`config.mk`:
```
export PLATFORM = sky130hd
export DESIGN_NAME = decode_3to8
export DESIGN_NICKNAME = d
export VERILOG_FILES = /design/src/rtl/decode_3to8.sv
export SDC_FILE = /design/constraint.sdc
export NUM_CORES = 1
export LEC_CHECK = 0
export CAP_MARGIN = 20
export CORE_AREA = 2 2 39 41
export DETAILED_ROUTE_END_ITERATION = 7
export DIE_AREA = 0 0 41 43
export PLACE_DENSITY = 0.6
export RECOVER_POWER = 50
export SLEW_MARGIN = 20
export SYNTH_ARGS = -nofsm -noshare
export SYNTH_HDL_FRONTEND = slang
export SYNTH_SLANG_ARGS = --single-unit
```
`constraint.sdc`:
```
create_clock -name clk -period 0.8 [get_ports clk]
set_clock_uncertainty 0.15 [all_clocks]
set_input_delay 0.16 -clock clk [delete_from_list [all_inputs] [get_ports clk]]
set_output_delay 0.16 -clock clk [all_outputs]
set_load 0.05 [all_outputs]
```
`src/rtl/decode_3to8.sv`:
```
// decode_3to8
//   Registered 3-to-8 line decoder with enable. When en is high, exactly one
//   output line asserts: the line whose index equals a. When en is low, no
//   line asserts.
//
// Parameters
//   ACTIVE_HIGH : 1 -> an asserted line is 1 and idle is 8'h00
//                 0 -> an asserted line is 0 and idle is 8'hFF
//   REGISTERED  : 1 -> out/vld/sel are flops, with one clock of latency
//                 0 -> out/vld/sel follow a/en directly; clk and reset_n are ignored
//
// Ports
//   clk     in   1  system clock, rising edge
//   reset_n in   1  synchronous active-low reset
//   a       in   3  select code
//   en      in   1  decoder enable
//   out     out  8  decoded lines, one-hot or idle
//   vld     out  1  out currently holds an asserted line
//   sel     out  3  code shown on out; holds its value while vld is low
module decode_3to8 #(
  parameter bit ACTIVE_HIGH = 1'b1,
  parameter bit REGISTERED  = 1'b1
) (
  input  logic       clk,
  input  logic       reset_n,
  input  logic [2:0] a,
  input  logic       en,
  output logic [7:0] out,
  output logic       vld,
  output logic [2:0] sel
);

  localparam logic [7:0] IDLE = ACTIVE_HIGH ? 8'h00 : 8'hFF;

  logic [7:0] dec_ah;
  logic [7:0] dec;

  // The shift happens only under en. An X on a while en is low therefore
  // cannot reach the output.
  always_comb begin
    dec_ah = 8'h00;
    if (en) begin
      dec_ah = 8'h01 << a;
    end
  end

  assign dec = ACTIVE_HIGH ? dec_ah : ~dec_ah;

  generate
    if (REGISTERED) begin : g_reg
      logic [7:0] out_q;
      logic       vld_q;
      logic [2:0] sel_q;

      always_ff @(posedge clk) begin
        if (!reset_n) begin
          out_q <= IDLE;
          vld_q <= 1'b0;
          sel_q <= 3'b000;
        end else begin
          out_q <= dec;
          vld_q <= en;
          if (en) begin
            sel_q <= a;
          end
        end
      end

      assign out = out_q;
      assign vld = vld_q;
      assign sel = sel_q;
    end else begin : g_comb
      // clk and reset_n have no role in pass-through mode.
      logic unused_clk_rst;
      assign unused_clk_rst = clk ^ reset_n;

      assign out = dec;
      assign vld = en;
      assign sel = a;
    end
  endgenerate

`ifndef SYNTHESIS
  // The checks below work on an active-high view of out, so the same checks
  // apply to both polarities.
  logic [7:0] out_chk;
  assign out_chk = ACTIVE_HIGH ? out : ~out;

  always @(negedge clk) begin
    if (!$isunknown({out, vld, sel})) begin
      assert ($onehot0(out_chk))
        else $error("decode_3to8: out %h is neither one-hot nor idle", out);
      assert (vld || (out_chk == 8'h00))
        else $error("decode_3to8: vld low but out %h not idle", out);
      assert (!vld || out_chk[sel])
        else $error("decode_3to8: vld high but out[%0d] not asserted (out %h)", sel, out);
    end
  end
`endif

endmodule

```
* Yosys cells after proc, flatten, opt, wreduce, memory -nomap -nowiden *
Index checks and enable logic that the tools add are counted.

storage, ports and cells
  register bits after elaboration = 12
  input bits = 6
  output and inout port bits = 12
  word-level logic and storage cells = 5

cells by class
  shifts and indexed selects = 1
  reductions and logical operators = 1

operator list
  kind                                                               count
  1-bit by 3-bit left shift with 8-bit output, first input constant  1
  2-bit AND reduction                                                1

* Logic depth before layout (Yosys ltp) *
  depth after elaboration = 1
  depth in mapped cells = 2
  mapped depth without buffers = 2

* Worst setup path before layout *
No wires, ideal clock.

  path type = register to register
  start = register, netlist name sel[2]
  end = register g_reg.sel_q[2], in the netlist sel[2]
  setup time = 76 ps
  arrival = 839 ps
  data required time = 574 ps
  slack = -264 ps
  stages on the path, launching flop included = 3
  cell sequence = dfxtp_1 -> nand2b_1 -> a21boi_0

RTL lines
  what                  RTL line  text
  end signal, assigned  59        sel_q <= 3'b000;
  end signal, assigned  64        sel_q <= a;
  end, declared         53        logic [2:0] sel_q;

* Worst setup path after layout *
  start = register g_reg.sel_q[0], in the netlist sel[0]
  end = output sel[0]

RTL lines
  what           RTL line  text
  end, declared  30        output logic [2:0] sel

No word-level cell between the ends.

==> reports/qor.txt <==
share of layout cells above drive strength 1: 0.632
hold bufs inserted after CTS: 0
1st-pass router iterations: 5
fin worst setup slack: -276 ps
worst slew pin tran: 277 ps
Hold WS: 79.5 ps
Synth Flop Type: dfxtp_1
drt initial violations: 8
Synth area leaders: dfxtp_1, nor2_1, mux2i_1
WP data required: 490 ps
clk_lat worst skew: 270 ps
Synth async-reset ratio: 0
family with the most delay on the worst path: flip-flops
initial antenna violation count: 0
worst hold stages: 2
CP endpoint kind: primary output
Hold Vio Cnt, Final: 0
crit-path max FO: 2
syn_area_per_cell: 11.0 um^2
Clock Tree Buf Depth: 2
most frequent cells after synthesis: dfxtp_1, nor2_1
CP max stage delay: 350 ps
count leader, synth: dfxtp_1
area of the die: 0.00176 mm^2
Mapped Cells: 33
post-DP HPWL: 532 um
post-route design area: 751 um^2
largest vdd supply drop: 0.991 mV
Die H: 43 um
Yosys top cell by area: dfxtp_1
Slew Viols, Final: 0
via count: 309
Clock Pin Slew Worst Setup and Hold Paths: 70 ps
EDFF count, synth: 0
Post-Route WL: 733 um
P_leak: 0.300 nW
MaxCap Viol Count: 0
site row count: 14
violations in the final reports: negative setup slack
CP Buf/Inv Count: 1
total congestion overflow: 0
Post-DP Area: 717 um^2
clock root cell: clkbuf_4
FMAX: 929 MHz
GRT Total Usage: 0.108
GP Congestion: 0.775
Final Cycle Share: 1.34
# clock sinks: 12
register area share after synthesis: 0.664
Arr. time, crit path: 770 ps
Antenna diodes: 0
Yosys reg bits: 12
Yosys warnings: 0
vias in the first global route: 270
Critical-path top delay cell: dfxtp_4
post-synth top area share: 0.664
relative slew slack: 0.816
Setup CP Type: reg2out
H-tree levels: 1
nets@finish: 64
drt drc: 0
syn_nets: 39
Pwr Total: 1.23 mW
Area Overhead vs Synth: 108%
port bufs: 17
WP depth: 1
status: complete, but fails checks
startpoint types: flop
Starting Density: 0.261
mapped cell area: 362 um^2
first-pass GRT wire length: 1.19 mm
min Tclk post-route: 1080 ps
CTS tree: done
Power Density: 1640 mW/mm^2
Core Footprint: 0.00138 mm^2
Setup Buffers After CTS: 0
Die X: 41 um
Distinct cells, synth: 12
largest net degree at the start of global routing: 8
vias per inst: 4.23
TritonCTS buffer count: 3
RSZ-0062 raised after global routing: true
Hold Crit Class: in2reg
fill count: 112
final setup vio count: 13
routed len/inst: 10.0 um
cells along the critical path: buf_12
worst reg2reg path depth: 2
I/O Pins: 18
Antenna Violating Nets Remaining: 0
-- final timing paths --
check | slack, ps | endpoint | startpoint
max | -280 | sel[0] | sel[0]$_SDFFE_PN0P_
min | 80 | vld$_SDFF_PN0_ | en
max reg2reg | 20 | sel[0]$_SDFFE_PN0P_ | sel[0]$_SDFFE_PN0P_
min reg2reg | 360 | sel[2]$_SDFFE_PN0P_ | sel[2]$_SDFFE_PN0P_
-- area by class of cell --
type                    instances  area (um^2)  area share
clock buffers                   4         26.3      0.0350
multi-input cells              21          134       0.178
well taps                      16         20.0      0.0267
repair buffers                 20          308       0.410
flip-flops and latches         12          263       0.350
-- worst register-to-register path: stages, from the launching register on --
cell and delay [ps]:
dfxtp_4 350, mux2i_1 120, nor2b_1 60
-- power by group --
part | switching [mW] | total (mW) | leakage, nW | internal [mW]
Clock | 0.186 | 0.379 | 0.0150 | 0.193
Combinational | 0.111 | 0.222 | 0.181 | 0.111
Sequential | 0.0160 | 0.629 | 0.104 | 0.613
-- sequential cells by signal (all words and copies together) (netlist names) --
name	count
out	8
sel	3
vld	1
-- layout by cell type (no fill, tap or decap) --
master	netlist	layout
buf_12	0	12
dfxtp_2	0	9
nor2_1	6	5
clkbuf_4	0	3
dfxtp_4	0	3
nand2b_1	2	2
mux2i_1	2	2
nor2b_1	2	2
clkbuf_1	0	2
clkdlybuf4s15_1	0	2
nand2_2	0	1
or3b_4	0	1
nor2_2	0	1
nand3_1	1	1
nand3b_1	1	1
nand2_1	2	1
nor3_1	2	1
and2_2	1	1
a21boi_1	0	1
nor3_2	0	1
clkdlybuf4s15_2	0	1
dlygate4sd2_1	0	1
clkbuf_2	0	1
buf_4	0	1
buf_6	0	1
-- per-layer routing --
metal  vias up  part of all wire  GRT usage
met2        17              0.51      0.144
li1        157                 -          -
met1       133              0.39      0.121
met3         2             0.072     0.0471
met4         0             0.027      0.100
met5         -                 0          0
-- cells by family after synthesis --
group              synth area share
and+or+nand+nor               0.260
DFF                           0.664
muxes                        0.0554
AOI/OAI and AO/OA            0.0208
-- metrics by stage --
step | instances | setup TNS [ps] | setup slack [ps] | util
finish | 73 | -3050 | -276 | 0.542
detailed placement | 69 | -5750 | -566 | 0.518
floorplan | 33 | -149 | -42.4 | -
global route | 73 | -3550 | -303 | 0.542
global placement | 69 | -5630 | -532 | 0.518
CTS | 73 | -3140 | -284 | 0.549
-- repair_timing --
item,CTS,global route
pin swaps,3,1
endpoints found under the setup margin,24,18
gates resized for setup,15,3
hold endpoints to repair,0,0
No activity file was read; power rests on OpenSTA's default activity.
